--- src/rtl/stream_fifo_pkg.sv ---
// Shared widths and helpers for stream_fifo_1w1rs.
// Pointers carry one wrap bit above the RAM address.
package stream_fifo_pkg;

  localparam int DEPTH_DEF = 16;
  localparam int WIDTH_DEF = 32;

  function automatic int ptr_width(int depth);
    return $clog2(depth) + 1;
  endfunction

  // RAM entries plus the output stage, 0..DEPTH+1
  function automatic int occ_width(int depth);
    return $clog2(depth + 2);
  endfunction

  localparam int OCC_W_DEF = occ_width(DEPTH_DEF);

endpackage

--- src/rtl/stream_fifo_1w1rs_ram.sv ---
// Ram_1w_1rs: one write port, one enable-gated registered read port.
// Contents are not reset; read-under-write is don't-care.
module Ram_1w_1rs #(
  parameter int wordCount      = 16,
  parameter int wordWidth      = 32,
  parameter int clockCrossing  = 0,
  parameter int wrMaskWidth    = 1,
  parameter int wrMaskEnable   = 0,
  parameter int wrAddressWidth = 4,
  parameter int wrDataWidth    = 32,
  parameter int rdAddressWidth = 4,
  parameter int rdDataWidth    = 32
) (
  input  logic                      wr_clk,
  input  logic                      wr_en,
  input  logic [wrMaskWidth-1:0]    wr_mask,
  input  logic [wrAddressWidth-1:0] wr_addr,
  input  logic [wrDataWidth-1:0]    wr_data,
  input  logic                      rd_clk,
  input  logic                      rd_en,
  input  logic [rdAddressWidth-1:0] rd_addr,
  output logic [rdDataWidth-1:0]    rd_data
);

  logic [wordWidth-1:0] mem [wordCount];
  logic                 wr_ok;
  logic                 rclk;

  assign wr_ok = wr_en && (wrMaskEnable == 0 || wr_mask[0]);
  assign rclk  = (clockCrossing != 0) ? rd_clk : wr_clk;

  always_ff @(posedge wr_clk) begin
    if (wr_ok)
      mem[wr_addr] <= wr_data;
  end

  always_ff @(posedge rclk) begin
    if (rd_en)
      rd_data <= mem[rd_addr];
  end

endmodule

--- src/rtl/stream_fifo_1w1rs.sv ---
// Valid/ready FIFO whose RAM read register is the pop stage.
// Define STREAM_FIFO_OCCUPANCY_EN to add the occupancy port.
module stream_fifo_1w1rs
  import stream_fifo_pkg::*;
#(
  parameter int DEPTH = DEPTH_DEF,
  parameter int WIDTH = WIDTH_DEF,
  parameter int AW    = $clog2(DEPTH)
) (
  input  logic             clk,
  input  logic             reset,
  input  logic             push_valid,
  output logic             push_ready,
  input  logic [WIDTH-1:0] push_payload,
  output logic             pop_valid,
  input  logic             pop_ready,
`ifdef STREAM_FIFO_OCCUPANCY_EN
  output logic [occ_width(DEPTH)-1:0] occupancy,
`endif
  output logic [WIDTH-1:0] pop_payload
);

  localparam int PW = ptr_width(DEPTH);

  logic [PW-1:0] wptr;
  logic [PW-1:0] rptr;
  logic          ram_empty;
  logic          ram_full;
  logic          push_fire;
  logic          rd_en;

  assign ram_empty  = wptr == rptr;
  assign ram_full   = (wptr[AW] != rptr[AW]) &&
                      (wptr[AW-1:0] == rptr[AW-1:0]);
  assign push_ready = !ram_full;
  assign push_fire  = push_valid && push_ready;
  // a stalled output stage blocks reads so rd_data holds
  assign rd_en      = !ram_empty && (!pop_valid || pop_ready);

  always_ff @(posedge clk or posedge reset) begin
    if (reset) begin
      wptr      <= '0;
      rptr      <= '0;
      pop_valid <= 1'b0;
    end else begin
      if (push_fire)
        wptr <= wptr + PW'(1);
      if (rd_en)
        rptr <= rptr + PW'(1);
      if (rd_en)
        pop_valid <= 1'b1;
      else if (pop_ready)
        pop_valid <= 1'b0;
    end
  end

`ifdef STREAM_FIFO_OCCUPANCY_EN
  localparam int OW = occ_width(DEPTH);

  logic pop_fire;

  assign pop_fire = pop_valid && pop_ready;

  always_ff @(posedge clk or posedge reset) begin
    if (reset) begin
      occupancy <= '0;
    end else begin
      unique case ({push_fire, pop_fire})
        2'b10:   occupancy <= occupancy + OW'(1);
        2'b01:   occupancy <= occupancy - OW'(1);
        default: occupancy <= occupancy;
      endcase
    end
  end
`endif

  Ram_1w_1rs #(
    .wordCount      (DEPTH),
    .wordWidth      (WIDTH),
    .clockCrossing  (0),
    .wrMaskWidth    (1),
    .wrMaskEnable   (0),
    .wrAddressWidth (AW),
    .wrDataWidth    (WIDTH),
    .rdAddressWidth (AW),
    .rdDataWidth    (WIDTH)
  ) u_ram (
    .wr_clk  (clk),
    .wr_en   (push_fire),
    .wr_mask (1'b1),
    .wr_addr (wptr[AW-1:0]),
    .wr_data (push_payload),
    .rd_clk  (clk),
    .rd_en   (rd_en),
    .rd_addr (rptr[AW-1:0]),
    .rd_data (pop_payload)
  );

endmodule

--- config.mk ---
export PLATFORM = sky130hd
export DESIGN_NAME = stream_fifo_1w1rs
export DESIGN_NICKNAME = d
export VERILOG_FILES = /design/src/rtl/stream_fifo_pkg.sv /design/src/rtl/stream_fifo_1w1rs_ram.sv /design/src/rtl/stream_fifo_1w1rs.sv
export SDC_FILE = /design/constraint.sdc
export NUM_CORES = 1
export LEC_CHECK = 0
export ABC_AREA = 1
export CAP_MARGIN = 20
export CORE_ASPECT_RATIO = 1.1
export CORE_MARGIN = 3
export CORE_UTILIZATION = 50
export CTS_CLUSTER_SIZE = 16
export DETAILED_ROUTE_END_ITERATION = 8
export PLACE_DENSITY_LB_ADDON = 0.25
export SLEW_MARGIN = 0
export SYNTH_ARGS = -nofsm -noshare
export SYNTH_HDL_FRONTEND = slang
export SYNTH_SLANG_ARGS = --single-unit
--- constraint.sdc ---
create_clock -name clk -period 7.3 [get_ports clk]
set_input_delay 0.73 -clock clk [delete_from_list [all_inputs] [get_ports clk]]
set_output_delay 0.73 -clock clk [all_outputs]
set_load 0.01 [all_outputs]
==> results of run 1 <==
## power by group through the flow
stage / Combinational (mW) / Sequential, mW / Clock, mW
6_report: 2.98 / 4.19 / 2.66
5_1_grt: 3.35 / 4.23 / 2.82
4_1_cts: 2.96 / 4.20 / 2.70
3_5_place_dp: 2.94 / 4.26 / 0
3_3_place_gp: 2.86 / 4.25 / 0
2_1_floorplan: 2.02 / 4.18 / 0
## state kept, by name, summed over array words and instances (netlist names)
register       flops
rptr               5
u_ram.mem        512
wptr               5
u_ram.rd_data     32
pop_valid          1
## per-layer routing
metal  vias up  wire [µm]  global-route usage (%)
met5         -          0                       0
met4         0       1340                    7.69
met3        99       2650                    2.66
met2       436      24800                    35.9
met1      6641      20300                    25.8
li1       6590          -                       -
## synth_stat cells (all sizes together)
library cell,count,area [µm²]
buf,71,380
clkbuf,33,124
clkinv,1,3.75
dfrtp,11,275
edfxtp,544,16300
ha,5,62.6
inv,45,171
nand2,507,1910
nand3,110,568
nor2,338,1270
o21ai,224,1120
xnor2,2,17.5
xor2,5,43.8
## path summary, 6_finish.rpt
path / endpoint / slack [ns] / cells after the start
min reg2reg: wptr[4]$_DFFE_PP0P_ / 0.55 / 2
max: push_ready / 2.95 / 6
min: wptr[3]$_DFFE_PP0P_ / 0.47 / 2
min in group clk: wptr[4]$_DFFE_PP0P_ / 0.55 / 2
max in group asynchronous: rptr[0]$_DFFE_PP0P_ / 6.47 / 2
max reg2reg: u_ram.mem[2][18]$_DFFE_PP_ / 3.58 / 8
## layout make-up
cell class                      count  area (µm²)
Clock buffer                       65        1410
Inverter                           46         179
Tap cell                          574         718
Fill cell                        3420       18200
Sequential cell                   555       16600
Timing Repair Buffer               96        1190
Clock inverter                     31         270
Multi-Input combinational cell   1191        5120
## layout by cell type (no fill, tap or decap), drive strengths merged
cell           synthesis  routed
xnor2                  2       2
nand3                110     110
ha                     5       5
o21ai                224     224
bufinv                 0       5
nand2                507     507
edfxtp               544     544
buf                   71      27
dfrtp                 11      11
nor2                 338     338
inv                   45      46
clkbuf                33      65
clkinv                 1      26
xor2                   5       5
clkdlybuf4s50          0      69
## metrics by stage
step           instances  setup slack [ns]  hold slack (ns)  utilization, %
6_report            2558              2.95            0.472            58.3
5_1_grt             2558              2.76            0.511            58.3
4_1_cts             2550              2.94            0.471            57.8
3_5_place_dp        2454              3.57            0.536            54.0
3_3_place_gp        2447              3.62            0.530            53.5
2_1_floorplan       1896              4.31            0.499               -
## worst register-to-register path, stage by stage (launching register included)
cell and delay (ns):
dfrtp_4 0.99, clkinv_2 0.83, nand2_1 0.22, nand2_1 0.10, nor2_2 0.21, nand3_4 0.16, nand2_4 0.44, nor2_4 0.26
buf_16 0.24
## cell families (layout without fill, tap and decap cells)
kind of cell | Yosys count | in the layout
AO/OA/AOI/OAI | 224 | 224
flip-flops | 555 | 555
XOR/XNOR | 7 | 7
buffers and inverters | 150 | 238
adder cells (fa/ha/maj) | 5 | 5
AND/OR/NAND/NOR | 955 | 955
==> flow_metrics.tcl, run 1 <==
set metrics [dict create \
    outcome "finished clean" \
    ys_warn_count 0 \
    synth-xor-area-share_pct 0.275 \
    p_total_mw 9.83 \
    routabilityCongestion 0.770 \
    p_leak_nw 9.13 \
    setup_violations 0 \
    hold_path.class "input port to async pin" \
    num_antenna_cells 0 \
    crit_family "buffers and inverters" \
    overflow 0 \
    numCtsBuffers 53 \
    finalSetupTns_ns 0 \
    grt_antenna_before_repair 0 \
    die_y_um 227 \
    start_kind "flop" \
    synth_nets 1937 \
    maxSlewViolCount 0 \
    end_kind "output pin" \
    io_buffer_count 69 \
    num_vias 13800 \
    cts_resized 0 \
    combPwrFrac_pct 30.3 \
    synth_cell_type_count 24 \
    ys_ff_latch 555 \
    coreArea_um2 43700 \
    routed_wl_um 49200 \
    power_switching_mw 3.37 \
    r2r_start "rptr[1]$_DFFE_PP0P_" \
    fin_crit_sh_pct 59.6 \
    drive_above_1_share_pct 6.40 \
    grt_pass1_wl_um 74900 \
    hold_viol_final 0 \
    tightest_slew_ns 1.08 \
    pwr-share-clk_pct 27.1 \
    slew_headroom_pct 27.6 \
    cts_tree "done" \
    rsz0062_at_grt "no" \
    worstSetupPathType "flop to output pin" \
    hpwl_um 26900 \
    grt_pass1_vias 13500 \
    crit_path_max_fanout 85 \
    holdBufCountCts 0 \
    synth_top_family_by_area "simple AND/OR/NAND/NOR gates" \
    cp_slowest_cell "dfrtp_4" \
    crit_buf_inv 2 \
    initial_utilization_pct 51.0 \
    yosysSeqAreaShare_pct 74.5 \
    cpMostUsedCell "nand2_1" \
    path_cells "clkinv_2, nand2_1, nand2_1, nor2_2, nand3_4, clkdlybuf4s50_1" \
    slowest_delay_ns 0.99 \
    clk_path_buf_depth 3 \
    ios 70 \
    die_w_um 207 \
    cp.required_ns 6.57 \
    powerDensity_nw_per_um2 385 \
    synthMuxAreaShare_pct 0 \
    clock.fmax_mhz 230 \
    crit_start "rptr[1]$_DFFE_PP0P_" \
    skew_ns 0.0207 \
    ant_nets 0 \
    syn_area_um2 22300 \
    drc_errors 0 \
    clk_pin_slew_ns 0.06 \
    period_needed_ns 4.35 \
    internal_power_mw 6.46 \
    drt_iter0_markers 1395 \
    synth_cells 1896 \
    synthSimpleGateAreaFrac_pct 16.8 \
    synth_compound_area_share_pct 5.03 \
    maxCapViolCount 0 \
    cts_root_buf "clkbuf_16" \
    p_sw_share_pct 34.3 \
    rows 80 \
    drt_pass1_iterations 5 \
    htree_num_levels 2 \
    syn_area_per_cell_um2 11.8 \
    place_area_um2 23600 \
    pwr-share-seq_pct 42.6 \
    layout-area-overhead-vs-synth_pct 14.5 \
    track_usage_pct 20.3 \
    vias_per_cell 5.38 \
    cts.sinks 555 \
    post_drt_wl_per_cell_um 19.2 \
    ir_drop_uv 279 \
    dieArea_um2 47100 \
    stdcell_area_um2 25500 \
    post_cts_buffers 0 \
    worstPathArrival_ns 3.62 \
    clk_latency_ns 0.58 \
    grt_max_degree 120 \
    finalNetCount 1984 \
    synthAdderAreaFrac_pct 0.281 \
]
No activity file was read; power rests on OpenSTA's default activity.
==> run 2: changes to the inputs <==
Clock period 7.3 ns to 4.4 ns, I/O delays scaled along.
==> run 2 against run 1 <==
  * Core utilization fell by 0.66 points
  * Critical endpoint is now u_ram.mem[12][3]$_DFFE_PP_
  * Routed wire length rose by 5.9%
  * Sequential power up 64%
  * Power is 66% higher
  * Largest cell class unchanged
  * Via count rose by 1.9%
  * Non-clock buffer count up 5
==> flow_metrics.tcl, run 2 (synthesized netlist as in run 1, its figures left out) <==
set metrics [dict create \
    skew_ns 0.0266 \
    r2r_start "rptr[3]$_DFFE_PP0P_" \
    cts.sinks 555 \
    crit_path_max_fanout 35 \
    reg_top3 "u_ram.mem (512), u_ram.rd_data (32)" \
    maxSlewViolCount 0 \
    cp_slowest_cell "nor2_4" \
    outcome "finished clean" \
    cpMostUsedCell "nand2_1" \
    top_register "u_ram.mem" \
    clock.fmax_mhz 321 \
    overflow 0 \
    slew_headroom_pct 13.2 \
    reg2reg_depth 8 \
    die_y_um 227 \
    post_cts_buffers 0 \
    cp.required_ns 4.66 \
    drive_above_1_share_pct 6.30 \
    drt_iter0_markers 1444 \
    path_cells "inv_2, nand2_1, nand2_1, nor2_1, nand3_4, nand2_4, nor2_4, buf_4" \
    holdBufCountCts 0 \
    vias_per_cell 5.49 \
    worstPathArrival_ns 3.37 \
    grt_pass1_vias 13700 \
    clk_path_buf_depth 3 \
    dieArea_um2 47100 \
    slowest_delay_ns 0.69 \
    num_vias 14000 \
    ant_nets 0 \
    hpwl_um 29300 \
    hold_path.class "input port to async pin" \
    initial_utilization_pct 51.0 \
    htree_num_levels 2 \
    regToRegEndpoint "u_ram.mem[12][3]$_DFFE_PP_" \
    grt_pass1_wl_um 80200 \
    largest_register_ffs 512 \
    tightest_slew_ns 1.30 \
    track_usage_pct 21.8 \
    ios 70 \
    reg2reg_slack_ns 1.29 \
    grt_max_degree 258 \
    worstSetupPathType "flop to flop" \
    grt_antenna_before_repair 1 \
    p_leak_nw 9.04 \
    powerDensity_nw_per_um2 647 \
    maxCapViolCount 0 \
    numCtsBuffers 53 \
    period_needed_ns 3.11 \
    drc_errors 0 \
    layout-area-overhead-vs-synth_pct 13.2 \
    clk_latency_ns 0.59 \
    finalSetupTns_ns 0 \
    clk_pin_slew_ns 0.06 \
    placed_cells 2466 \
    routed_wl_um 52100 \
    fin_crit_sh_pct 70.8 \
    ir_drop_uv 619 \
    num_antenna_cells 0 \
    routabilityCongestion 0.817 \
    cts_tree "done" \
    start_kind "flop" \
    post_drt_wl_per_cell_um 20.4 \
    die_w_um 207 \
    rows 80 \
    cts_resized 0 \
    holdWs_ns 0.167 \
    end_kind "flop" \
    finalNetCount 1989 \
    drt_pass1_iterations 5 \
    io_buffer_count 69 \
    coreArea_um2 43700 \
    final_cells 2557 \
    hold_viol_final 0 \
    final_common_cell "edfxtp_1" \
    cts_root_buf "clkbuf_16" \
    final_cell_mix "edfxtp_1 (544), nand2_1 (505), nor2_1 (320)" \
    setup_violations 0 \
    fillCellCount 3459 \
    rsz0062_at_grt "no" \
]
==> run 2: critical path: cells and delay by family (launching register included) <==
family,cells,cell delay (ns)
and+or+nand+nor,6,1.37
DFF,1,0.41
buffers and inverters,2,0.98
==> run 2: through the flow <==
step	instance area, µm²	setup WS (ns)	power [mW]	utilization, %
floorplan	22300	1.41	10.3	-
global placement	23600	1.30	12.0	53.9
detailed placement	23600	1.29	12.1	53.9
CTS	25200	1.27	16.4	57.6
global route	25200	1.13	17.3	57.7
finish	25200	1.29	16.3	57.7
==> run 2: worst max path at each step <==
stage,from,end,slack [ns],cells after the start
2_1_floorplan,rptr[0]$_DFFE_PP0P_,u_ram.mem[10][0]$_DFFE_PP_,1.41,10
3_3_place_gp,rptr[3]$_DFFE_PP0P_,u_ram.mem[1][27]$_DFFE_PP_,1.30,8
3_5_place_dp,rptr[3]$_DFFE_PP0P_,u_ram.mem[8][9]$_DFFE_PP_,1.29,7
4_1_cts,rptr[3]$_DFFE_PP0P_,u_ram.mem[11][24]$_DFFE_PP_,1.27,8
5_1_grt,rptr[3]$_DFFE_PP0P_,u_ram.mem[11][22]$_DFFE_PP_,1.13,8
6_report,rptr[3]$_DFFE_PP0P_,u_ram.mem[12][3]$_DFFE_PP_,1.29,8
==> run 2: cell type report <==
type	instances	area (µm²)	area share [%]
Sequential cell	555	16600	65.9
Multi-Input combinational cell	1191	5120	20.3
Clock buffer	69	1430	5.66
Timing Repair Buffer	101	963	3.82
Tap cell	574	718	2.85
Clock inverter	21	195	0.774
Inverter	46	179	0.709
==> run 2: per-layer routing <==
metal / global-route usage [%] / up-vias / share of wire [%]
met2: 35.8 / 482 / 48
met4: 5.80 / 0 / 2.2
met3: 2.84 / 71 / 7.1
met5: 0 / - / 0
li1: - / 6588 / -
met1: 31.5 / 6889 / 43
==> run 2: power breakdown <==
part | internal (mW) | switching, mW | total (mW)
clock network | 2.50 | 1.85 | 4.35
registers | 6.60 | 0.274 | 6.87
logic | 1.55 | 3.56 | 5.11
